## src/rtl/lidar_ring_scheduler.sv

```systemverilog
// lidar_ring_scheduler: time-shares one ground-segmentation core among N_CH
// lidar ring streams. A ring owns the core for a whole packet. Between rings
// the core is held in reset so no filter history carries over. Results come
// back through a tag pipeline, are routed to their ring and counted.
module lidar_ring_scheduler #(
    parameter int N_CH       = 4,
    parameter int DATA_WIDTH = 16,
    parameter int PIPE_LAT   = 3,
    parameter int CLR_CYC    = 2,
    parameter int CNT_W      = 12
) (
    input  logic                          clk,
    input  logic                          rst,
    input  logic [N_CH-1:0]               req_valid,
    input  logic [N_CH-1:0]               req_last,
    input  logic [N_CH*DATA_WIDTH-1:0]    req_z,
    input  logic [N_CH*DATA_WIDTH-1:0]    req_r,
    output logic [N_CH-1:0]               req_ready,
    output logic                          seg_rst_n,
    output logic                          seg_valid,
    output logic [DATA_WIDTH-1:0]         seg_z,
    output logic [DATA_WIDTH-1:0]         seg_r,
    input  logic                          seg_result,
    input  logic                          seg_result_valid,
    output logic                          res_valid,
    output logic                          res_ground,
    output logic [$clog2(N_CH)-1:0]       res_ch,
    output logic                          res_last,
    output logic                          ring_done,
    output logic [$clog2(N_CH)-1:0]       ring_ch,
    output logic [CNT_W-1:0]              ring_ground_cnt,
    output logic                          err
);

    localparam int CH_W  = $clog2(N_CH);
    localparam int CLR_W = $clog2(CLR_CYC + 1);

    typedef enum logic [1:0] {
        ST_CLEAR,
        ST_ARB,
        ST_STREAM,
        ST_DRAIN
    } state_t;

    // Tag carried alongside each point while it is inside the core.
    typedef struct packed {
        logic            valid;
        logic [CH_W-1:0] ch;
        logic            last;
    } tag_t;

    state_t           state, state_nxt;
    logic [CLR_W-1:0] clr_cnt;
    logic [CH_W-1:0]  ptr;
    logic [CH_W-1:0]  grant;
    logic [N_CH-1:0]  ready_q;
    logic [CH_W-1:0]  cand;
    logic [CH_W-1:0]  arb_idx;
    logic             arb_hit;
    logic             xfer;
    logic             xfer_last;
    logic             core_busy;
    tag_t             tag_pipe [PIPE_LAT+1];
    tag_t             tag_out;
    logic [CNT_W-1:0] gnd_cnt;
    logic [CNT_W-1:0] cnt_next;

    assign req_ready = ready_q;
    assign xfer      = (state == ST_STREAM) && req_valid[grant] && ready_q[grant];
    assign xfer_last = xfer && req_last[grant];
    assign tag_out   = tag_pipe[PIPE_LAT];

    // Round-robin search: first requesting ring after the pointer, with wrap.
    always_comb begin
        // NOTE: every combinational output gets a default before any branch, otherwise a latch is inferred.
        arb_hit = 1'b0;
        arb_idx = '0;
        cand    = '0;
        for (int k = 1; k <= N_CH; k++) begin
            cand = CH_W'((int'(ptr) + k) % N_CH);
            if (!arb_hit && req_valid[cand]) begin
                arb_hit = 1'b1;
                arb_idx = cand;
            end
        end
    end

    // Points still travelling toward the output stage keep DRAIN waiting.
    always_comb begin
        core_busy = 1'b0;
        for (int k = 0; k < PIPE_LAT; k++) begin
            core_busy = core_busy | tag_pipe[k].valid;
        end
    end

    // Next-state logic for the clear/arbitrate/stream/drain sequence.
    always_comb begin
        state_nxt = state;
        case (state)
            ST_CLEAR:  if (clr_cnt == CLR_W'(1)) state_nxt = ST_ARB;
            ST_ARB:    if (arb_hit) state_nxt = ST_STREAM;
            ST_STREAM: if (xfer_last) state_nxt = ST_DRAIN;
            ST_DRAIN:  if (!core_busy) state_nxt = ST_CLEAR;
            default:   state_nxt = ST_CLEAR;
        endcase
    end

    // Control registers: state, clear timer, grant, pointer and ready flag.
    always_ff @(posedge clk or posedge rst) begin
        // NOTE: sequential state uses non-blocking assignments so every register samples pre-edge values.
        if (rst) begin
            state     <= ST_CLEAR;
            clr_cnt   <= CLR_W'(CLR_CYC);
            ptr       <= CH_W'(N_CH - 1);
            grant     <= '0;
            ready_q   <= '0;
            seg_rst_n <= 1'b0;
        end else begin
            state     <= state_nxt;
            seg_rst_n <= (state_nxt != ST_CLEAR);
            if (state != ST_CLEAR && state_nxt == ST_CLEAR) begin
                clr_cnt <= CLR_W'(CLR_CYC);
            end else if (state == ST_CLEAR) begin
                clr_cnt <= clr_cnt - CLR_W'(1);
            end
            if (state == ST_ARB && arb_hit) begin
                grant   <= arb_idx;
                ptr     <= arb_idx;
                ready_q <= N_CH'(1) << arb_idx;
            end else if (xfer_last) begin
                // Drop ready at the last point so a second one is never taken.
                ready_q <= '0;
            end
        end
    end

    // Registered copy of the accepted point toward the core.
    always_ff @(posedge clk or posedge rst) begin
        if (rst) begin
            seg_valid <= 1'b0;
            seg_z     <= '0;
            seg_r     <= '0;
        end else begin
            seg_valid <= xfer;
            if (xfer) begin
                seg_z <= req_z[int'(grant)*DATA_WIDTH +: DATA_WIDTH];
                seg_r <= req_r[int'(grant)*DATA_WIDTH +: DATA_WIDTH];
            end
        end
    end

    // Tag shift register: stage 0 moves with seg_valid, last stage meets the result.
    always_ff @(posedge clk or posedge rst) begin
        // NOTE: the tag stages are reset because their valid bits drive err and DRAIN; stale tags must not survive rst.
        if (rst) begin
            for (int k = 0; k <= PIPE_LAT; k++) tag_pipe[k] <= '0;
        end else begin
            tag_pipe[0] <= '{valid: xfer, ch: grant, last: xfer_last};
            for (int k = 1; k <= PIPE_LAT; k++) tag_pipe[k] <= tag_pipe[k-1];
        end
    end

    // Saturating ground count including the result arriving this cycle.
    always_comb begin
        cnt_next = gnd_cnt;
        if (tag_out.valid && seg_result_valid && seg_result && (gnd_cnt != '1)) begin
            cnt_next = gnd_cnt + CNT_W'(1);
        end
    end

    // Route results to their ring, flag tag/result mismatches, report packet totals.
    always_ff @(posedge clk or posedge rst) begin
        if (rst) begin
            res_valid       <= 1'b0;
            res_ground      <= 1'b0;
            res_ch          <= '0;
            res_last        <= 1'b0;
            ring_done       <= 1'b0;
            ring_ch         <= '0;
            ring_ground_cnt <= '0;
            gnd_cnt         <= '0;
            err             <= 1'b0;
        end else begin
            res_valid  <= tag_out.valid && seg_result_valid;
            res_ground <= tag_out.valid && seg_result_valid && seg_result;
            res_ch     <= tag_out.ch;
            res_last   <= tag_out.valid && seg_result_valid && tag_out.last;
            ring_done  <= tag_out.valid && tag_out.last;
            if (tag_out.valid != seg_result_valid) err <= 1'b1;
            if (tag_out.valid && tag_out.last) begin
                ring_ch         <= tag_out.ch;
                ring_ground_cnt <= cnt_next;
                gnd_cnt         <= '0;
            end else begin
                gnd_cnt <= cnt_next;
            end
        end
    end

endmodule
```

## config.mk

```make
export PLATFORM = sky130hd
export DESIGN_NAME = lidar_ring_scheduler
export DESIGN_NICKNAME = d
export VERILOG_FILES = /design/src/rtl/lidar_ring_scheduler.sv
export SDC_FILE = /design/constraint.sdc
export NUM_CORES = 1
export LEC_CHECK = 0
export ABC_AREA = 1
export BUFFER_PORTS_ARGS = -buffer_cell sky130_fd_sc_hd__buf_4
export CAP_MARGIN = 20
export CORE_MARGIN = 2
export CORE_UTILIZATION = 52
export DETAILED_ROUTE_END_ITERATION = 7
export PLACE_DENSITY = 0.86
export SYNTH_ARGS = -nofsm -noshare
export SYNTH_HDL_FRONTEND = slang
export SYNTH_SLANG_ARGS = --single-unit
export TNS_END_PERCENT = 30
```

## constraint.sdc

```tcl
create_clock -name clk -period 7.7 [get_ports clk]
set_input_delay 0.385 -clock clk [delete_from_list [all_inputs] [get_ports clk]]
set_output_delay 0.385 -clock clk [all_outputs]
set_load 0.05 [all_outputs]
```

Yosys cells after proc, flatten, opt, wreduce, memory -nomap -nowiden

Cells that the tools add are included.

Register bits after elaboration: 94
Input port bits: 140
Output and inout bits: 59
Word-level logic and storage cells: 106

Add/sub/neg operators: 6
$lt $le $gt $ge: 5
Equality and inequality tests: 6
Shift-type cells: 3
Muxes and demuxes: 33
Bitwise operators: 2
Reduce and logical (&&, ||, !) cells: 22

Operator list:

| operator                                                               | count |
|---|---|
| 64-bit by 7-bit variable part select with 16-bit output                | 2 |
| 12-bit 2-to-1 mux                                                      | 2 |
| 2-bit 2-to-1 mux                                                       | 10 |
| 2-bit by 3-bit < comparator with 1-bit output (second input constant)  | 5 |
| 1-bit binary-select mux with 2-bit select                              | 7 |
| 1-bit logical AND                                                      | 13 |
| 12-bit by 1-bit adder with 12-bit output (second input constant)       | 1 |
| 12-bit != test (second input constant)                                 | 1 |
| 1-bit 2-to-1 mux                                                       | 11 |
| 4-bit 2-to-1 mux                                                       | 2 |
| 2-bit one-hot mux with 4 select lines                                  | 1 |
| 2-bit nonzero test                                                     | 4 |
| 2-bit by 1-bit adder with 2-bit output (second input constant)         | 2 |
| 2-bit adder (second input constant)                                    | 2 |
| 2-bit by 1-bit equality test with 1-bit output (second input constant) | 2 |
| 2-bit equality test (second input constant)                            | 2 |
| 2-bit zero test                                                        | 2 |
| 1-bit by 2-bit << shifter with 4-bit output (first input constant)     | 1 |
| 1-bit zero test                                                        | 3 |
| 1-bit OR                                                               | 2 |
| 2-bit by 1-bit subtractor with 2-bit output (second input constant)    | 1 |
| 1-bit != test                                                          | 1 |

Depth between registers and ports, before layout

Gate-level depths: netlist of the first run.

Word-level depth: 18
Mapped depth: 15
Gate-level depth less buffers: 14

Worst setup path after synthesis of the first run

Ideal clock, no wire load.

Path type: reg-to-reg
Start: reg gnd_cnt[0]
End: reg ring_ground_cnt[9]
Setup time: 0.118 ns
Arrival time: 1.554 ns
Setup slack: 6.028 ns
Cell stages (with the launch flop): 14
Path buffers: 0
Period minus slack after synthesis: 1.672 ns
Cell sequence: dfrtp_1 > ha_1 > nand3_1 > nor2_2 > nand2_2 > nor2_2 > nand2_2 > nand2_4 > inv_4 > nand3_1 > o21ai_0 > nand2_1 > nand2_1 > nand2_1

Word-level cells in the longest chain between the ends: 3
Elaborated cells between the ends (all ways): 4

RTL lines:

| item                                                                                             | line | source |
|---|---|---|
| start, declared                                                                                  | 65   | `logic [CNT_W-1:0] gnd_cnt;` |
| start signal, assigned                                                                           | 195  | `gnd_cnt <= cnt_next;` |
| parallel branches: the longest is 2 deep, another holds 12-bit by 1-bit adder with 12-bit output | --   |  |
| 12-bit 2-to-1 mux (*)                                                                            | 166  | `if (tag_out.valid && seg_result_valid && seg_result && (gnd_cnt != '1)) begin` |
| end signal, assigned                                                                             | 192  | `ring_ground_cnt <= cnt_next;` |
| end, declared                                                                                    | 31   | `output logic [CNT_W-1:0] ring_ground_cnt,` |

Every way passes the cells marked *.
A chain may end at the register's enable or synchronous reset.

Worst setup path after layout of the first run

Start: reg grant[0]
End: reg seg_z[11]

Word-level cells in the longest chain between the ends: 4
Elaborated cells between the ends (all ways): 7

RTL lines:

| item                                                                                                            | line | source |
|---|---|---|
| start, declared                                                                                                 | 55   | `logic [CH_W-1:0] grant;` |
| start signal, assigned                                                                                          | 127  | `grant <= arb_idx;` |
| parallel branches: the longest is 4 deep, another holds 64-bit by 7-bit variable part select with 16-bit output | --   |  |
| end signal, assigned                                                                                            | 146  | `seg_z <= req_z[int'(grant)*DATA_WIDTH +: DATA_WIDTH];` |
| end, declared                                                                                                   | 21   | `output logic [DATA_WIDTH-1:0] seg_z,` |

Several ways; the timed one is not identified. The select of a mux whose other input is x is not followed.

==> impl_metrics.py, run 1 <==
metrics = {
    "cts": {
        "cts_made_buffers": 9,
        "htreeDepth": 3,
        "ctsHoldBuffers": 0,
        "cts_tree": "yes",
        "clk_pin_slew_ps": 90,
        "clk_path_buf_depth": 2,
        "post_cts_resized": 0,
        "postCtsSetupBuffers": 0,
        "cts_root_buf": "clkbuf_8",
        "clkLatencyLatePin_ps": 360,
        "cts.sinks": 94,
    },
    "timing": {
        "hold_violations": 0,
        "slew_headroom": 0.3080,
        "finClkSkew_ps": 5.243,
        "holdWs_ps": 56.24,
        "setup_slack_ps": 3811,
        "tightest_slew_ps": 1038,
        "post-route-period-util": 0.5050,
        "rsz0062_at_grt": "no",
        "slew_violations": 0,
        "setup_violations": 0,
        "fin_crit_ps": 3889,
        "maxClockFrequency_mhz": 257.1,
        "tns_ps": 0,
    },
    "floorplan": {
        "fp.coreArea_um2": 9065,
        "die_h_um": 99.97,
        "initial_core_util": 0.5284,
        "boundaryPins": 199,
        "fp-row-count": 35,
        "dieWidth_um": 99.97,
        "die_area_um2": 9994,
    },
    "critical_path": {
        "crit_type": "flop to flop",
        "rr_worst_depth": 7,
        "cp_max_fo": 70,
        "critPathRequiredTime_ps": 8000,
        "worst_setup_path_start_kind": "flop",
        "cp_top_family": "buffers and inverters",
        "reg2reg_from": "grant[0]",
        "crit_chain": "inv_2 > nand3_1 > nand3_1 > nand3_2 > inv_1 > nand2_1 > nand2_1",
        "cp.buffers_inverters": 2,
        "r2r_setup_slack_ps": 3810,
        "path_depth": 7,
        "cp_slowest_cell": "inv_1",
        "worstPathArrival_ps": 4190,
        "endpoint_kind": "flop",
        "rr_endpoint": "seg_z[11]",
        "cpPeakStageDelay_ps": 950,
    },
    "cells_and_area": {
        "stdcell_area_um2": 6550,
        "drive_gt1_frac": 0.3119,
        "syn2layout_area_growth_pct": 36.76,
        "antenna_cells": 0,
        "fin_nets": 946,
        "final_cell_mix": "buf_4, nand2_1, dfrtp_1, nor2_1, o21ai_0",
        "mostFrequentLayoutCell": "buf_4",
    },
    "logic_synthesis": {
        "synth_flop_cell": "dfrtp_1",
        "synth_top_area_frac": 0.4754,
        "synthTopCellsByArea": "dfrtp_1, nand2_1, o21ai_0, nor2_1, o22ai_1",
        "ys_ff_latch": 94,
        "yosysWarnings": 0,
        "syn_nets": 766,
        "seq_area_frac_synth": 0.4919,
        "yosysTopAreaCell": "dfrtp_1",
        "syn_inst": 623,
        "synth_async_sr_flop_share": 1.000,
        "syn_area_per_cell_um2": 7.688,
        "synth_edf_count": 0,
        "synth_area_um2": 4790,
        "yosysUniqueCellTypes": 31,
    },
    "detailed_routing": {
        "avgRoutedWirePerCell_um": 14.93,
        "drc": 0,
        "drtIter0Drc": 308,
        "drtPass1Iterations": 5,
        "routed-wl-met3_um": 892,
        "wl_met2_um": 7099,
        "met1_length_um": 5185,
        "wirelength_um": 13720,
        "top_layer": "met4",
        "vias": 4929,
        "detail-route-antenna-nets": 0,
        "viasPerCell": 5.363,
    },
    "power_and_ir_drop": {
        "max-vdd-ir-drop_v": 0.0001909,
        "p_per_area_nw_per_um2": 413.3,
        "power.leakage_uw": 0.003469,
    },
    "placed_design": {
        "dp_slack_ps": 3898,
        "placed_area_um2": 6290,
        "port_buffers": 198,
        "dp_hpwl_um": 9965,
        "place.gp.congestion": 0.9463,
    },
    "global_routing": {
        "grt_overflow": 0,
        "grt.total_usage": 0.2817,
        "grt_start_max_net_pins": 95,
        "grt_pass1_vias": 4827,
        "antenna_found_initial": 0,
        "grt_pass1_wl_um": 22400,
    },
    "hold_path": {
        "worstHoldPathType": "input port to async pin",
    },
    "outcome": {
        "status": "completed",
    },
    "flow_run": {
        "drv_cap": 0,
    },
}
flip-flops by register name (all words and copies together) (netlist names):
register and flops:
seg_r 16, seg_z 16, gnd_cnt 12, ring_ground_cnt 12, tag_pipe 12, req_ready 4, tag_out 4, clr_cnt 2
grant 2, ptr 2, res_ch 2, ring_ch 2, state 2, err 1, res_ground 1, res_last 1
res_valid 1, ring_done 1, seg_rst_n 1
where the power goes:
| part | leakage, uW | total (uW) | internal (uW) | switching [uW] |
|---|---|---|---|---|
| Combinational | 0.00219 | 1460 | 461 | 1000 |
| Sequential | 0.00116 | 870 | 686 | 184 |
| Clock | 0.000117 | 375 | 203 | 172 |
| Total | 0.00347 | 2710 | 1350 | 1360 |
per-stage QoR:
step,cells,util,total power (uW)
floorplan,623,-,1891
global placement,902,0.6939,2271
detailed placement,902,0.6939,2327
CTS,918,0.7195,2702
global route,919,0.7226,2878
finish,919,0.7226,2707
layer usage:
| metal | vias to the layer above | GRT usage |
|---|---|---|
| met1 | 2285 | 0.3367 |
| met3 | 37 | 0.04457 |
| met4 | 0 | 0.1243 |
| met5 | - | 0 |
| li1 | 2377 | - |
| met2 | 230 | 0.5026 |
worst max-delay path by stage:
stage | start | endpoint
2_1_floorplan | rst | clr_cnt[0]
5_1_grt | grant[0] | seg_z[13]
3_3_place_gp | grant[0] | seg_r[8]
3_5_place_dp | grant[0] | seg_r[9]
4_1_cts | grant[0] | seg_r[15]
6_report | grant[0] | seg_z[11]
cell families (layout without fill, tap and decap cells):
kind of cell / count (synthesis) / in the layout / synth area share
AO/OA/AOI/OAI: 122 / 122 / 0.1390
flip-flops: 94 / 94 / 0.4919
XOR/XNOR: 6 / 6 / 0.01097
AND/OR/NAND/NOR: 324 / 324 / 0.2861
adder cells (fa/ha/maj): 3 / 3 / 0.007838
multiplexers: 1 / 1 / 0.002090
buffers and inverters: 73 / 258 / 0.06217
cell usage after synthesis (4+ instances only):
cell / number
nor2_1: 85
nand3_1: 22
xor2_1: 6
o21ai_0: 83
o21ai_2: 4
nor3_1: 5
buf_2: 4
nand2_2: 9
nand2_1: 183
o22ai_1: 32
clkbuf_1: 24
inv_1: 36
dfrtp_1: 91
cell type report:
| cell class | instances | area, um2 |
|---|---|---|
| clock buffers | 12 | 155.1 |
| well taps | 111 | 138.9 |
| flip-flops and latches | 94 | 2357 |
| multi-input cells | 456 | 2136 |
| repair buffers | 199 | 1514 |
| clock inverters | 4 | 77.57 |
| fillers | 691 | 2515 |
| inverters | 43 | 171.4 |
No activity file was read; power rests on OpenSTA's default activity.
==> run 2, diff against run 1 <==
--- a/config.mk
+++ b/config.mk
@@ -9,9 +9,9 @@
 export BUFFER_PORTS_ARGS = -buffer_cell sky130_fd_sc_hd__buf_4
 export CAP_MARGIN = 20
 export CORE_MARGIN = 2
-export CORE_UTILIZATION = 52
+export CORE_UTILIZATION = 48
 export DETAILED_ROUTE_END_ITERATION = 7
-export PLACE_DENSITY = 0.86
+export PLACE_DENSITY = 0.8
 export SYNTH_ARGS = -nofsm -noshare
 export SYNTH_HDL_FRONTEND = slang
 export SYNTH_SLANG_ARGS = --single-unit
==> constraint.sdc (replaced) <==
create_clock -name clk -period 4 [get_ports clk]
set_input_delay 0.2 -clock clk [delete_from_list [all_inputs] [get_ports clk]]
set_output_delay 0.2 -clock clk [all_outputs]
set_load 0.05 [all_outputs]
==> run 2 against run 1 <==
Net effect:
- register-to-register slack worse by 2400 ps
- worst setup slack lost 2400 ps
- wire length shrank 0.94%
- highest routed layer unchanged
==> impl_metrics.py, run 2 (same netlist as run 1, synthesis figures left out) <==
metrics = {
    "global_routing": {
        "antenna_found_initial": 0,
        "grt_pass1_wl_um": 21930,
        "grt_pass1_vias": 4660,
        "grt_start_max_net_pins": 95,
        "grt.total_usage": 0.2529,
        "grt_overflow": 0,
    },
    "floorplan": {
        "die_area_um2": 10790,
        "fp.coreArea_um2": 9729,
        "fp-row-count": 36,
        "initial_core_util": 0.4923,
        "dieWidth_um": 103.9,
        "die_h_um": 103.9,
        "boundaryPins": 199,
    },
    "power_and_ir_drop": {
        "max-vdd-ir-drop_v": 0.0005656,
        "power.leakage_uw": 0.003468,
        "p_per_area_nw_per_um2": 782.8,
    },
    "timing": {
        "rsz0062_at_grt": "no",
        "post-route-period-util": 0.6527,
        "setup_slack_ps": 1389,
        "setup_violations": 0,
        "slew_headroom": 0.3672,
        "holdWs_ps": 135.1,
        "tns_ps": 0,
        "fin_crit_ps": 2611,
        "hold_violations": 0,
        "slew_violations": 0,
        "tightest_slew_ps": 948.1,
        "finClkSkew_ps": 12.46,
        "maxClockFrequency_mhz": 383.0,
    },
    "detailed_routing": {
        "drtPass1Iterations": 5,
        "vias": 4913,
        "viasPerCell": 5.199,
        "wirelength_um": 13590,
        "drtIter0Drc": 206,
        "drc": 0,
        "detail-route-antenna-nets": 0,
        "avgRoutedWirePerCell_um": 14.38,
    },
    "cts": {
        "htreeDepth": 3,
        "clkLatencyLatePin_ps": 360,
        "clk_pin_slew_ps": 90,
        "cts_made_buffers": 9,
        "clk_path_buf_depth": 2,
        "ctsHoldBuffers": 0,
        "postCtsSetupBuffers": 0,
        "cts.sinks": 94,
        "cts_tree": "yes",
        "cts_root_buf": "clkbuf_8",
        "post_cts_resized": 0,
    },
    "cells_and_area": {
        "syn2layout_area_growth_pct": 37.33,
        "antenna_cells": 0,
        "layout.cells.non_filler": 945,
        "reg.largest.list": "seg_r x16, seg_z x16",
        "fin_nets": 950,
        "final_cell_mix": "buf_4, nand2_1, dfrtp_1, nor2_1, o21ai_0",
        "mostFrequentLayoutCell": "buf_4",
        "drive_gt1_frac": 0.3128,
        "fillers": 825,
        "fin_util": 0.6761,
    },
    "placed_design": {
        "place.gp.congestion": 0.9424,
        "dp_hpwl_um": 10130,
        "port_buffers": 198,
        "dp_slack_ps": 1358,
        "placed_cells": 927,
    },
    "flow_run": {
        "drv_cap": 0,
    },
    "outcome": {
        "status": "completed",
    },
    "critical_path": {
        "critPathRequiredTime_ps": 4300,
        "worstPathArrival_ps": 2910,
        "cp_slowest_cell": "inv_1",
        "cp_common_cell": "nand2_1",
        "cpPeakStageDelay_ps": 970,
        "crit_chain": "inv_2 > nand3_1 > nand3_2 > inv_1 > nand2_1 > nand2_1",
        "worst_setup_path_start_kind": "flop",
        "cp_max_fo": 35,
        "endpoint_kind": "flop",
        "crit_type": "flop to flop",
    },
    "hold_path": {
        "worstHoldPathType": "input port to flop",
    },
}
-- run 2: changes by cell type in the layout (fill, tap and decap cells not counted) --
cell           before  now
buf_4             198  201
bufinv_16           2    1
clkbuf_1            1    2
clkbuf_8           11   10
clkinvlp_4          0    1
dlygate4sd3_1       0    1
-- run 2: per-layer routing --
layer	part of all wire	up-vias	track usage
li1	-	2378	-
met1	0.39	2290	0.3053
met2	0.50	203	0.4267
met3	0.058	42	0.04449
met4	0.047	0	0.1458
met5	0	-	0
-- run 2: per-stage QoR --
step	power (uW)	instance area, um2
3_5_place_dp	4525	6340
4_1_cts	5160	6540
6_report	5149	6578
2_1_floorplan	3640	4790
5_1_grt	5503	6578
3_3_place_gp	4448	6340
-- run 2: path summary, 6_finish.rpt --
kind	from	slack (ps)	end	cells past startpoint
setup / recovery	grant[1]	1390	seg_z[7]	6
hold / removal	seg_result_valid	140	res_valid	2
setup reg to reg	grant[1]	1390	seg_z[7]	6
hold reg to reg	tag_pipe[10]	350	tag_pipe[6]	0
max in group asynchronous	rst	3010	ptr[0]	4
min in group asynchronous	rst	320	res_ground	3
-- run 2: final cells by class --
class / count / area (um2) / area share
Clock buffer: 12 / 145.1 / 0.02207
Clock inverter: 4 / 55.05 / 0.008370
Inverter: 43 / 171.4 / 0.02606
Multi-Input combinational cell: 456 / 2136 / 0.3247
Sequential cell: 94 / 2357 / 0.3584
Tap cell: 133 / 166.4 / 0.02530
Timing Repair Buffer: 203 / 1546 / 0.2351
-- run 2: worst max-delay path: cells and delay by family (launching register included) --
family	cells	cell delay, ps
buf+inv	2	1180
flops	1	370
simple gates	4	970
-- run 2: report_power, final --
part           leakage [uW]  total, uW  switching (uW)  internal (uW)
Sequential          0.00116       1560             242           1320
Combinational       0.00221       2950            2050            899
Clock             0.0000972        635             325            310
Total               0.00347       5150            2620           2530
